==> src/rtl/disp_res8b_7seg.sv <==
// Result-display stage: captures an adder/subtractor result, converts it to BCD by double-dabble,
// and scans a 4-digit common-anode 7-segment display. Optional macro: LEADING_ZERO_BLANK_EN.
module disp_res8b_7seg #(
    parameter int REFRESH_DIV = 50000
) (
    input  logic        clk,
    input  logic        rst_n,
    input  logic        in_valid,
    input  logic [7:0]  So,
    input  logic        flag,
    input  logic        Sel,
    output logic        busy,
    output logic [11:0] bcd_out,
    output logic        neg_out,
    output logic [6:0]  seg,
    output logic [3:0]  an
);

    localparam int DW = (REFRESH_DIV > 2) ? $clog2(REFRESH_DIV) : 1;
    localparam logic [DW-1:0] DIV_LAST = DW'(REFRESH_DIV - 1);
    localparam logic [6:0] SEG_MINUS = 7'b0111111;
    localparam logic [6:0] SEG_BLANK = 7'b1111111;

    typedef enum logic [1:0] {IDLE, SHIFT, COMMIT} state_t;

    state_t      state;
    logic [8:0]  mag;
    logic        neg;
    logic [11:0] bcd;
    logic [3:0]  cnt;

    logic [7:0]  so_neg;
    logic [8:0]  cap_mag;
    logic        cap_neg;
    logic [11:0] bcd_adj;

    logic [DW-1:0] div;
    logic [1:0]    idx;
    logic [6:0]    digit_seg;

    function automatic logic [3:0] dabble(input logic [3:0] n);
        return (n >= 4'd5) ? n + 4'd3 : n;
    endfunction

    function automatic logic [6:0] seg7(input logic [3:0] n);
        case (n)
            4'd0:    return 7'b1000000;
            4'd1:    return 7'b1111001;
            4'd2:    return 7'b0100100;
            4'd3:    return 7'b0110000;
            4'd4:    return 7'b0011001;
            4'd5:    return 7'b0010010;
            4'd6:    return 7'b0000010;
            4'd7:    return 7'b1111000;
            4'd8:    return 7'b0000000;
            4'd9:    return 7'b0010000;
            default: return SEG_BLANK;
        endcase
    endfunction

    // A borrow on a difference means the result is the two's complement of the true magnitude.
    assign so_neg  = ~So + 8'd1;
    assign cap_mag = !Sel ? {flag, So} : (flag ? {1'b0, so_neg} : {1'b0, So});
    assign cap_neg = Sel & flag;
    assign bcd_adj = {dabble(bcd[11:8]), dabble(bcd[7:4]), dabble(bcd[3:0])};

    always_ff @(posedge clk or negedge rst_n) begin
        if (!rst_n) begin
            state   <= IDLE;
            mag     <= '0;
            neg     <= 1'b0;
            bcd     <= '0;
            cnt     <= '0;
            busy    <= 1'b0;
            bcd_out <= '0;
            neg_out <= 1'b0;
        end else begin
            case (state)
                IDLE: begin
                    if (in_valid) begin
                        mag   <= cap_mag;
                        neg   <= cap_neg;
                        bcd   <= '0;
                        cnt   <= '0;
                        busy  <= 1'b1;
                        state <= SHIFT;
                    end
                end
                SHIFT: begin
                    bcd <= {bcd_adj[10:0], mag[8]};
                    mag <= {mag[7:0], 1'b0};
                    cnt <= cnt + 4'd1;
                    if (cnt == 4'd8) state <= COMMIT;
                end
                COMMIT: begin
                    bcd_out <= bcd;
                    neg_out <= neg;
                    busy    <= 1'b0;
                    state   <= IDLE;
                end
                default: state <= IDLE;
            endcase
        end
    end

    always_comb begin
        digit_seg = SEG_BLANK;
        case (idx)
            2'd3: digit_seg = neg_out ? SEG_MINUS : SEG_BLANK;
`ifdef LEADING_ZERO_BLANK_EN
            2'd2: digit_seg = (bcd_out[11:8] == 4'd0) ? SEG_BLANK : seg7(bcd_out[11:8]);
            2'd1: digit_seg = (bcd_out[11:4] == 8'd0) ? SEG_BLANK : seg7(bcd_out[7:4]);
`else
            2'd2: digit_seg = seg7(bcd_out[11:8]);
            2'd1: digit_seg = seg7(bcd_out[7:4]);
`endif
            default: digit_seg = seg7(bcd_out[3:0]);
        endcase
    end

    // seg/an load together at the start of each digit period, so no digit ever shows a mid-period change.
    always_ff @(posedge clk or negedge rst_n) begin
        if (!rst_n) begin
            div <= '0;
            idx <= '0;
            seg <= SEG_BLANK;
            an  <= 4'b1111;
        end else begin
            if (div == DIV_LAST) begin
                div <= '0;
                idx <= idx + 2'd1;
            end else begin
                div <= div + 1'b1;
            end
            if (div == '0) begin
                an  <= ~(4'b0001 << idx);
                seg <= digit_seg;
            end
        end
    end

endmodule

==> config.mk <==
export PLATFORM = sky130hd
export DESIGN_NAME = disp_res8b_7seg
export DESIGN_NICKNAME = d
export VERILOG_FILES = /design/src/rtl/disp_res8b_7seg.sv
export SDC_FILE = /design/constraint.sdc
export NUM_CORES = 1
export LEC_CHECK = 0
export BUFFER_PORTS_ARGS = -buffer_cell sky130_fd_sc_hd__buf_4
export CORE_ASPECT_RATIO = 1.5
export CORE_UTILIZATION = 25
export DETAILED_ROUTE_END_ITERATION = 10
export SYNTH_ARGS = -nofsm -noshare
export SYNTH_HDL_FRONTEND = slang
export SYNTH_SLANG_ARGS = --single-unit
==> constraint.sdc <==
create_clock -name clk -period 3.1 [get_ports clk]
set_input_delay 0.31 -clock clk [delete_from_list [all_inputs] [get_ports clk]]
set_output_delay 0.31 -clock clk [all_outputs]
set_load 0.02 [all_outputs]
==> flow_summary.toml <==
[synthesis]
synth_cell_types = 51
syn_nets = 466
synth_edf_count = 0
synth-main-ff-cell = "dfrtp_1"
syn_avg_cell_area_um2 = 9.79
syn_area_um2 = 4110
yosys_warnings = 0
async_flop_share_pct = 100
ys_seq_elements = 71
syn_inst = 420
synth_seq_area_share_pct = 43.5

[clock_tree]
cts.sinks = 71
cts_resized = 0
cts_tree = "done"
cts_buffers = 9
insertion_delay_ps = 330
ctsHoldBuffers = 0
cts_buffer_depth = 2
post_cts_buffers = 0
clkSlewWorstSetupHoldPaths_ps = 50
cts-root-buf = "clkbuf_16"
cts_max_level = 3

[layout]
final_cell_mix = "dfrtp_1 (60), buf_4 (42), o21ai_0 (41)"
final_common_cell = "dfrtp_1"
area_growth_pct = 18.9
finish.utilization_pct = 30.3
final_cells = 664
antenna_cells = 0
fin_nets = 499
fill_cells = 1700
drive_gt1_share_pct = 18.8

[floorplanning]
coreArea_um2 = 16100
die_h_um = 159
rows = 57
die_area_um2 = 17000
ios = 38
die_w_um = 107
initial_core_util_pct = 25.5

[worst_setup_path]
end_kind = "flop"
rrSetupSlack_ps = 1100
arrival_ps = 2230
critPathMaxFanout = 10
reg2reg_from = "bcd_out[9]"
worstSetupPathType = "flop to flop"
cp_data_required_time_ps = 3340
worstRegToRegCells = 6
timing.rr.end = "seg[1]"
critPathLaunchType = "flop"

[power_and_ir_drop]
finalPower_uw = 3960
p_leak_uw = 0.00215
ir_drop_mv = 0.294
p_per_area_nw_per_um2 = 810

[sta]
period_needed_ps = 2000
skew_ps = 6.91
slew_headroom_pct = 40.9
fin_crit_sh_pct = 64.4
fin_tns_setup_ps = 0
drv_slew = 0
finalHoldViolCount = 0
rsz0062_at_grt = "false"
fmax_ghz = 0.501
tightest_slew_ps = 886
finalSetupViolations = 0

[drt]
drt_first_pass_iters = 4
drt_drc_violations_left = 0
wl_um = 8510
detail_route.iter0.violations = 98
wl_per_cell_um = 12.8
postRouteAntennaNets = 0
viasPerCell = 4.71
dr_total_vias = 3126

[grt]
antenna_found_initial = 0
grt_max_degree = 72
grt_pass1_vias = 3106
grt_pass1_wl_um = 14600
grt_overflow_total = 0
grt_usage_pct = 10.7

[placed_design]
dp_hpwl_um = 6240
placed_cells = 648
gp_congestion = 0.817
port_buffers = 37

[job]
max_cap_violations = 0

[min_path]
hold_class = "input pin to async pin"

[outcome]
outcome = "finished clean"
-- per-stage QoR --
step | worst slack, ps | cell area (µm²) | hold slack [ps]
2_1_floorplan | 1300 | 4110 | 14.4
4_1_cts | 1100 | 4890 | 148
5_1_grt | 949 | 4890 | 181
3_5_place_dp | 1130 | 4610 | 467
6_report | 1100 | 4890 | 84.3
3_3_place_gp | 1130 | 4610 | 461
-- Yosys cell counts (4+ instances only) --
library cell	n	area, µm²
nor2_1	17	63.8
dfrtp_1	60	1500
nor3_1	6	30.0
dfstp_2	11	289
ha_1	33	413
nor2b_1	8	50.1
nand2_1	36	135
a22oi_1	7	52.6
mux2_2	13	146
a21oi_1	12	60.1
inv_1	30	113
o21a_1	4	30.0
xor2_1	7	61.3
o221ai_1	7	61.3
o21ai_0	41	205
xnor2_1	20	175
clkbuf_1	18	67.6
o31ai_1	7	52.6
a32o_1	6	60.1
nand2b_1	14	87.6
nand3_1	20	100
-- state kept, by name, summed over array words and instances, names as in the netlist, 2 cells and up --
| register | count |
|---|---|
| seg | 7 |
| state | 2 |
| mag | 9 |
| bcd | 12 |
| idx | 2 |
| bcd_out | 12 |
| cnt | 4 |
| an | 4 |
| div | 16 |
-- worst max path at each step --
stage	startpoint	end	slack, ps	depth (start not counted)
final	bcd_out[9]	seg[1]	1100	6
after global routing	bcd_out[9]	seg[1]	950	6
after CTS	div[10]	idx[1]	1100	4
after detailed placement	div[10]	idx[1]	1130	4
after global placement	bcd_out[9]	seg[1]	1130	6
after floorplan	div[0]	div[14]	1300	5
-- logic make-up (layout without fill, tap and decap cells) --
logic type	count (synthesis)	in the layout	share of synthesized area [%]
and+or+nand+nor	121	121	15.6
AOI/OAI and AO/OA	101	101	16.0
DFF	71	71	43.5
buffers and inverters	50	88	4.56
adders and majority gates	33	33	10.0
xor gates and xnor gates	27	27	5.75
muxes	17	17	4.56
-- per-layer routing --
| layer | GRT usage (%) | routed length [µm] | up-vias |
|---|---|---|---|
| met5 | 0 | 0 | - |
| met4 | 5.54 | 238 | 0 |
| met3 | 2.54 | 283 | 12 |
| met2 | 18.0 | 4320 | 54 |
| met1 | 12.6 | 3670 | 1508 |
| li1 | - | - | 1552 |
-- critical path, cell delays in order (launching register included) --
cell	delay [ps]
dfrtp_1	530
inv_1	160
ha_1	320
o21ai_0	200
nand2_1	80
a2111oi_0	480
o31ai_1	130
-- where the power goes --
group / switching, µW / leakage, µW / internal, µW
registers: 353 / 0.000879 / 1170
logic: 792 / 0.00113 / 699
clock network: 362 / 0.000136 / 582
total: 1510 / 0.00215 / 2450
-- final cells by class --
class                           count  area [µm²]  area share (%)
Sequential cell                    71        1790            36.6
Tap cell                          206         258            5.27
Timing Repair Buffer               42         315            6.45
Multi-Input combinational cell    299        2130            43.7
Clock inverter                      3        17.5           0.358
Inverter                           30         113            2.30
Clock buffer                       13         260            5.33
No activity file was read; power rests on OpenSTA's default activity.
